==> src/rtl/score_round_ctrl_if.sv <==
// Round-controller bundle: press/hit inputs toward the controller, score/time/state toward the display.
// Latency: none, wires only.
// Backpressure: none; all events are single-cycle pulses.
interface score_round_ctrl_if;
    logic        btn_pulse;
    logic        hit;
    logic [3:0]  hit_points;
    logic [15:0] score_bcd;
    logic [15:0] high_bcd;
    logic [7:0]  time_left_bcd;
    logic [1:0]  state;
    logic        new_high;

    modport master (
        output btn_pulse, hit, hit_points,
        input  score_bcd, high_bcd, time_left_bcd, state, new_high
    );

    modport slave (
        input  btn_pulse, hit, hit_points,
        output score_bcd, high_bcd, time_left_bcd, state, new_high
    );
endinterface

==> src/rtl/score_round_ctrl.sv <==
// Round FSM with BCD countdown, saturating BCD score and retained high score.
// Latency: every input takes effect on the sampling edge; high score follows DONE entry by one edge.
// Backpressure: none; each press/hit pulse is consumed in the cycle it arrives.
module score_round_ctrl #(
    parameter int TICKS_PER_SEC = 100_000_000,
    parameter int ROUND_SECONDS = 30
) (
    input  logic              clk,
    input  logic              rst_n,
    score_round_ctrl_if.slave io
);

    typedef enum logic [1:0] {
        ST_IDLE = 2'd0,
        ST_RUN  = 2'd1,
        ST_DONE = 2'd2
    } state_t;

    localparam int              TW        = (TICKS_PER_SEC > 2) ? $clog2(TICKS_PER_SEC) : 1;
    localparam logic [TW-1:0]   TICK_LAST = TW'(TICKS_PER_SEC - 1);
    localparam logic [7:0]      ROUND_BCD = {4'(ROUND_SECONDS / 10), 4'(ROUND_SECONDS % 10)};

    state_t        state_q, state_d;
    logic [15:0]   score_q, score_d;
    logic [15:0]   high_q, high_d;
    logic [7:0]    time_q, time_d;
    logic [TW-1:0] tick_q, tick_d;
    logic          new_high_q, new_high_d;
    logic          eval_q, eval_d;
    logic          tick_wrap;

    // Digit-wise BCD add of a clamped single-digit value; a carry out of the MSD saturates.
    function automatic logic [15:0] bcd_add_sat(input logic [15:0] a, input logic [3:0] p);
        logic [15:0] r;
        logic [4:0]  s;
        logic [3:0]  c;
        c = (p > 4'd9) ? 4'd9 : p;
        r = '0;
        for (int i = 0; i < 4; i++) begin
            s = {1'b0, a[i*4 +: 4]} + {1'b0, c};
            if (s > 5'd9) begin
                r[i*4 +: 4] = 4'(s - 5'd10);
                c = 4'd1;
            end else begin
                r[i*4 +: 4] = s[3:0];
                c = 4'd0;
            end
        end
        if (c != 4'd0) begin
            r = 16'h9999;
        end
        return r;
    endfunction

    function automatic logic [7:0] bcd_dec(input logic [7:0] t);
        logic [7:0] r;
        if (t[3:0] == 4'd0) begin
            r = {t[7:4] - 4'd1, 4'd9};
        end else begin
            r = {t[7:4], t[3:0] - 4'd1};
        end
        return r;
    endfunction

    always_comb begin
        state_d    = state_q;
        score_d    = score_q;
        high_d     = high_q;
        time_d     = time_q;
        tick_d     = tick_q;
        new_high_d = 1'b0;
        eval_d     = 1'b0;
        tick_wrap  = (tick_q == TICK_LAST);

        case (state_q)
            ST_IDLE: begin
                if (io.btn_pulse) begin
                    state_d = ST_RUN;
                    score_d = '0;
                    time_d  = ROUND_BCD;
                    tick_d  = '0;
                end
            end
            ST_RUN: begin
                tick_d = tick_wrap ? '0 : tick_q + 1'b1;
                // The hit counts even on the cycle RUN is left, by abort or by time-out.
                if (io.hit) begin
                    score_d = bcd_add_sat(score_q, io.hit_points);
                end
                if (io.btn_pulse) begin
                    state_d = ST_DONE;
                    eval_d  = 1'b1;
                end else if (tick_wrap) begin
                    if (time_q == 8'h01) begin
                        time_d  = 8'h00;
                        state_d = ST_DONE;
                        eval_d  = 1'b1;
                    end else begin
                        time_d = bcd_dec(time_q);
                    end
                end
            end
            ST_DONE: begin
                if (io.btn_pulse) begin
                    state_d = ST_IDLE;
                end
            end
            default: begin
                state_d = ST_IDLE;
            end
        endcase

        // Packed BCD orders the same as its binary value, so a plain compare is numeric.
        if (eval_q && (score_q > high_q)) begin
            high_d     = score_q;
            new_high_d = 1'b1;
        end
    end

    always_ff @(posedge clk or negedge rst_n) begin
        if (!rst_n) begin
            state_q    <= ST_IDLE;
            score_q    <= '0;
            high_q     <= '0;
            time_q     <= '0;
            tick_q     <= '0;
            new_high_q <= 1'b0;
            eval_q     <= 1'b0;
        end else begin
            state_q    <= state_d;
            score_q    <= score_d;
            high_q     <= high_d;
            time_q     <= time_d;
            tick_q     <= tick_d;
            new_high_q <= new_high_d;
            eval_q     <= eval_d;
        end
    end

    assign io.score_bcd     = score_q;
    assign io.high_bcd      = high_q;
    assign io.time_left_bcd = time_q;
    assign io.state         = state_q;
    assign io.new_high      = new_high_q;

endmodule

==> src/flat_wrapper.sv <==
// flat-port wrapper written by rule: the top's interface ports become plain ports
module score_round_ctrl_flat 
#(
    parameter int TICKS_PER_SEC = 100_000_000,
    parameter int ROUND_SECONDS = 30
)
  (clk, rst_n, io_btn_pulse, io_hit, io_hit_points, io_score_bcd, io_high_bcd, io_time_left_bcd, io_state, io_new_high);
  score_round_ctrl_if io_i ();
  input  logic clk;
  input  logic rst_n;
  input wire logic [$bits(io_i.btn_pulse)-1:0] io_btn_pulse;
  input wire logic [$bits(io_i.hit)-1:0] io_hit;
  input wire logic [$bits(io_i.hit_points)-1:0] io_hit_points;
  output wire logic [$bits(io_i.score_bcd)-1:0] io_score_bcd;
  output wire logic [$bits(io_i.high_bcd)-1:0] io_high_bcd;
  output wire logic [$bits(io_i.time_left_bcd)-1:0] io_time_left_bcd;
  output wire logic [$bits(io_i.state)-1:0] io_state;
  output wire logic [$bits(io_i.new_high)-1:0] io_new_high;
  assign io_i.btn_pulse = io_btn_pulse;
  assign io_i.hit = io_hit;
  assign io_i.hit_points = io_hit_points;
  assign io_score_bcd = io_i.score_bcd;
  assign io_high_bcd = io_i.high_bcd;
  assign io_time_left_bcd = io_i.time_left_bcd;
  assign io_state = io_i.state;
  assign io_new_high = io_i.new_high;
  score_round_ctrl #(.TICKS_PER_SEC(TICKS_PER_SEC), .ROUND_SECONDS(ROUND_SECONDS)) u_core (.clk(clk), .rst_n(rst_n), .io(io_i));
endmodule
==> config.mk <==
export PLATFORM = sky130hd
export DESIGN_NAME = score_round_ctrl_flat
export DESIGN_NICKNAME = d
export VERILOG_FILES = /design/src/rtl/score_round_ctrl_if.sv /design/src/rtl/score_round_ctrl.sv /design/src/flat_wrapper.sv
export SDC_FILE = /design/constraint.sdc
export NUM_CORES = 1
export LEC_CHECK = 0
export BUFFER_PORTS_ARGS = -buffer_cell sky130_fd_sc_hd__buf_2
export CAP_MARGIN = 20
export CORE_MARGIN = 4
export CORE_UTILIZATION = 35
export DETAILED_ROUTE_END_ITERATION = 10
export SYNTH_ARGS = -nofsm -noshare
export SYNTH_HDL_FRONTEND = slang
export SYNTH_SLANG_ARGS = --single-unit
==> constraint.sdc <==
create_clock -name clk -period 8.3 [get_ports clk]
set_input_delay 0.415 -clock clk [delete_from_list [all_inputs] [get_ports clk]]
set_output_delay 0.415 -clock clk [all_outputs]
set_load 0.02 [all_outputs]
==> metrics.txt <==
# TYPE chip_impl_metric gauge
chip_impl_metric{name="hpwl_after_detailed_placement",unit="mm"} 7.36
chip_impl_metric{name="global_route.overflow_total",unit=""} 0
chip_impl_metric{name="synth_async_sr_flop_share",unit="%"} 100
chip_impl_metric{name="coreArea",unit="um2"} 12200
chip_impl_metric{name="synth.yosys.seq_area_share",unit="%"} 39.9
chip_impl_metric{name="synth_cell_type_count",unit=""} 64
chip_impl_info{name="crit-reg2reg-capture",value="u_core.io.score_bcd[14]"} 1
chip_impl_metric{name="syn_nets",unit=""} 506
chip_impl_metric{name="numClockSinks",unit=""} 71
chip_impl_metric{name="grt_pass1_vias",unit=""} 3563
chip_impl_metric{name="synthesis.instances",unit=""} 462
chip_impl_metric{name="ctsHoldBuffers",unit=""} 0
chip_impl_metric{name="layout-area-overhead-vs-synth",unit="%"} 15.8
chip_impl_metric{name="ff2ff_path_depth",unit=""} 23
chip_impl_metric{name="max_slew_margin",unit="%"} 27.3
chip_impl_metric{name="io_pins",unit=""} 51
chip_impl_metric{name="ys_ff_latch",unit=""} 71
chip_impl_metric{name="detail-route-antenna-nets",unit=""} 0
chip_impl_metric{name="worstPathMaxFanout",unit=""} 10
chip_impl_metric{name="power.combinational.fraction",unit="%"} 38.0
chip_impl_metric{name="globalRouteMet2Util",unit="%"} 24.2
chip_impl_metric{name="clkLatencyLatePin",unit="ns"} 0.33
chip_impl_metric{name="timing.final.hold_violations",unit=""} 0
chip_impl_metric{name="cts-buffers-inserted",unit=""} 9
chip_impl_info{name="critical_path.endpoint",value="u_core.io.score_bcd[14]"} 1
chip_impl_info{name="setup.worst_path.end_class",value="flop"} 1
chip_impl_metric{name="fp.dieH",unit="um"} 121
chip_impl_metric{name="clock_tree.htree_level_count",unit=""} 3
chip_impl_metric{name="post_route_clock_skew",unit="ns"} 0.00767
chip_impl_info{name="layout_commonest_cell",value="sky130_fd_sc_hd__dfrtp_1"} 1
chip_impl_metric{name="intPower",unit="W"} 0.000832
chip_impl_metric{name="setup_tns",unit="ns"} 0
chip_impl_metric{name="clockPowerShare",unit="%"} 27.5
chip_impl_info{name="synthFlopType",value="sky130_fd_sc_hd__dfrtp_1"} 1
chip_impl_metric{name="grtUsageTotal",unit="%"} 14.7
chip_impl_metric{name="drt_iter0_markers",unit=""} 200
chip_impl_metric{name="portBuffers",unit=""} 50
chip_impl_metric{name="antenna_found_initial",unit=""} 0
chip_impl_metric{name="ir_drop",unit="mV"} 0.171
chip_impl_metric{name="drive_above_1_share",unit="%"} 16.8
chip_impl_metric{name="maxCapViolations",unit=""} 0
chip_impl_metric{name="detail_route.drc_violations",unit=""} 0
chip_impl_metric{name="netSwitchingFraction",unit="%"} 38.9
chip_impl_metric{name="worstMarginPinSlew",unit="ns"} 1.08
chip_impl_metric{name="largest_net_degree_at_the_start_of_global_routing",unit=""} 72
chip_impl_metric{name="synth-edff-count",unit=""} 0
chip_impl_metric{name="floorplan.die_area",unit="um2"} 14600
chip_impl_metric{name="reg2reg_setup_slack",unit="ns"} 2.04
chip_impl_metric{name="timing.critical_path.required",unit="ns"} 8.51
chip_impl_metric{name="clkSlewWorstSetupHoldPaths",unit="ns"} 0.06
chip_impl_metric{name="chip_width",unit="um"} 121
chip_impl_metric{name="timing_max_transition_violations_final",unit=""} 0
chip_impl_metric{name="synthesis.area_per_instance",unit="um2"} 9.64
chip_impl_metric{name="cts_max_path_buffers",unit=""} 2
chip_impl_metric{name="total_power",unit="W"} 0.00136
chip_impl_info{name="outcome",value="finished clean"} 1
chip_impl_metric{name="seqPwrFrac",unit="%"} 34.6
chip_impl_metric{name="rows",unit=""} 40
chip_impl_info{name="tritoncts",value="done"} 1
chip_impl_metric{name="period_needed",unit="ns"} 6.26
chip_impl_metric{name="timing.final.crit_share",unit="%"} 75.5
chip_impl_metric{name="drt-wirelength-per-cell",unit="um"} 14.8
chip_impl_metric{name="total_routed_wirelength",unit="mm"} 10.2
chip_impl_metric{name="timing.hold.ws",unit="ns"} 0.302
chip_impl_metric{name="num_vias",unit=""} 3585
chip_impl_metric{name="mappedNetlistArea",unit="um2"} 4450
chip_impl_metric{name="effective_utilization_at_floorplan",unit="%"} 36.5
chip_impl_metric{name="timing.critical_path.arrival",unit="ns"} 6.47
chip_impl_metric{name="gr-usage-met1",unit="%"} 19.1
chip_impl_info{name="hold_path.class",value="in -> async"} 1
chip_impl_metric{name="synthesis.yosys.warnings",unit=""} 0
chip_impl_metric{name="leakage",unit="nW"} 2.49
chip_impl_metric{name="met3_usage",unit="%"} 3.70
chip_impl_metric{name="cts_post_setup_buffers_inserted",unit=""} 0
chip_impl_metric{name="grt_pass1_wl",unit="mm"} 17.4
chip_impl_metric{name="setup_viol_count_final",unit=""} 0
chip_impl_metric{name="max_freq",unit="MHz"} 160
chip_impl_info{name="cts.root.buffer_cell",value="sky130_fd_sc_hd__clkbuf_16"} 1
chip_impl_metric{name="drtPass1Iterations",unit=""} 4
chip_impl_metric{name="num_antenna_cells",unit=""} 0
chip_impl_metric{name="cts_repair_resize_count",unit=""} 0
chip_impl_metric{name="final_nets",unit=""} 559
chip_impl_metric{name="p_switching",unit="W"} 0.000530
chip_impl_info{name="worst_r2r_startpoint",value="u_core.io.score_bcd[0]"} 1
chip_impl_info{name="rsz0062_at_grt",value="false"} 1
chip_impl_metric{name="power.density",unit="nW/um2"} 264
chip_impl_info{name="gr-max-usage-layer",value="met2"} 1
chip_impl_info{name="startpoint",value="u_core.io.score_bcd[0]"} 1
chip_impl_info{name="final_cell_mix",value="sky130_fd_sc_hd__dfrtp_1, sky130_fd_sc_hd__buf_2, sky130_fd_sc_hd__nand2_1, sky130_fd_sc_hd__nor2_1, sky130_fd_sc_hd__ha_1"} 1
chip_impl_metric{name="avgViaCountPerCell",unit=""} 5.23
chip_impl_info{name="timing.setup.critical_path_class",value="reg -> reg"} 1
chip_impl_metric{name="gp_routability_congestion",unit=""} 0.837
chip_impl_info{name="worstSetupStartpointType",value="flop"} 1
-- cell families after synthesis --
group,synth area share (%)
buffers and inverters,3.85
AND/OR/NAND/NOR,20.9
AO/OA/AOI/OAI,13.9
XOR/XNOR,4.52
flip-flops,39.9
adder cells (fa/ha/maj),10.3
multiplexers,6.66
-- per-stage QoR --
step / instances / setup WS, ns / util, % / cell area [um2]
6_report: 686 / 2.04 / 42.2 / 5160
5_1_grt: 686 / 1.49 / 42.2 / 5160
4_1_cts: 686 / 2.04 / 42.2 / 5160
3_5_place_dp: 672 / 1.85 / 39.9 / 4880
3_3_place_gp: 672 / 2.07 / 39.9 / 4880
2_1_floorplan: 462 / 2.48 / - / 4450
-- power groups by stage --
stage / combinational [W] / sequential (W) / clock [W]
after floorplan: 0.000359 / 0.000496 / 0
after global placement: 0.000512 / 0.000473 / 0
after detailed placement: 0.000519 / 0.000476 / 0
after CTS: 0.000522 / 0.000471 / 0.000386
after global routing: 0.000584 / 0.000481 / 0.000404
final: 0.000517 / 0.000471 / 0.000374
-- synthesized netlist by cell type (all sizes together), types with 7 or more instances --
library cell,number,share of area (%)
nand3,23,2.7
nand4,15,2.1
inv,32,2.7
nand2,41,3.5
dfrtp,71,40
mux2,21,5.3
xor2,14,2.8
xnor2,9,1.8
o21ai,20,2.2
a31oi,9,1.6
nand2b,10,1.4
nor2,36,3.2
a21oi,17,2.0
a22o,7,1.4
ha,35,9.8
-- worst min-delay path by stage --
stage | from | end | slack, ns | cells past startpoint
floorplan | rst_n | u_core.eval_q | 0.12 | 0
global placement | u_core.io.high_bcd[9] | u_core.io.high_bcd[9] | 0.49 | 1
detailed placement | u_core.tick_q[26] | u_core.tick_q[26] | 0.50 | 1
CTS | rst_n | u_core.io.new_high | 0.34 | 2
global route | rst_n | u_core.io.high_bcd[11] | 0.39 | 2
finish | rst_n | u_core.io.high_bcd[11] | 0.30 | 2
-- area by class of cell --
cell class | count | area [um2]
Timing Repair Buffer | 52 | 265
Clock buffer | 13 | 250
Sequential cell | 71 | 1780
Tap cell | 168 | 210
Inverter | 32 | 120
Fill cell | 1213 | 7050
Multi-Input combinational cell | 349 | 2510
Clock inverter | 1 | 30.0
-- sequential cells by signal, indices dropped and copies added, names as in the netlist --
signal	count
u_core.tick_q	27
u_core.io.time_left_bcd	8
u_core.io.state	2
u_core.io.score_bcd	16
u_core.io.high_bcd	16
u_core.io.new_high	1
u_core.eval_q	1
-- per-layer routing --
layer  up-vias  share of wire [%]
met2        61                 49
met4         0                1.0
met5         -                  0
li1       1788                  -
met1      1727                 46
met3         9                3.7
-- critical path, cell delays in order (launching register included) --
cell,delay [ns]
sky130_fd_sc_hd__dfrtp_1,0.45
sky130_fd_sc_hd__ha_1,0.20
sky130_fd_sc_hd__inv_1,0.05
sky130_fd_sc_hd__fa_1,0.38
sky130_fd_sc_hd__xor2_1,0.18
sky130_fd_sc_hd__and2_1,0.21
sky130_fd_sc_hd__o31ai_1,0.38
sky130_fd_sc_hd__ha_1,0.29
sky130_fd_sc_hd__ha_1,0.24
sky130_fd_sc_hd__mux2_2,0.36
sky130_fd_sc_hd__o21ai_0,0.36
sky130_fd_sc_hd__inv_1,0.09
sky130_fd_sc_hd__ha_1,0.24
sky130_fd_sc_hd__ha_1,0.24
sky130_fd_sc_hd__mux2_2,0.28
sky130_fd_sc_hd__o21ai_0,0.41
sky130_fd_sc_hd__inv_1,0.09
sky130_fd_sc_hd__ha_1,0.23
sky130_fd_sc_hd__ha_1,0.32
sky130_fd_sc_hd__inv_1,0.05
sky130_fd_sc_hd__a21oi_1,0.13
sky130_fd_sc_hd__o22a_1,0.40
sky130_fd_sc_hd__nor2_1,0.22
sky130_fd_sc_hd__a221o_1,0.34
Note: power is estimated with default switching activity, not from simulation.
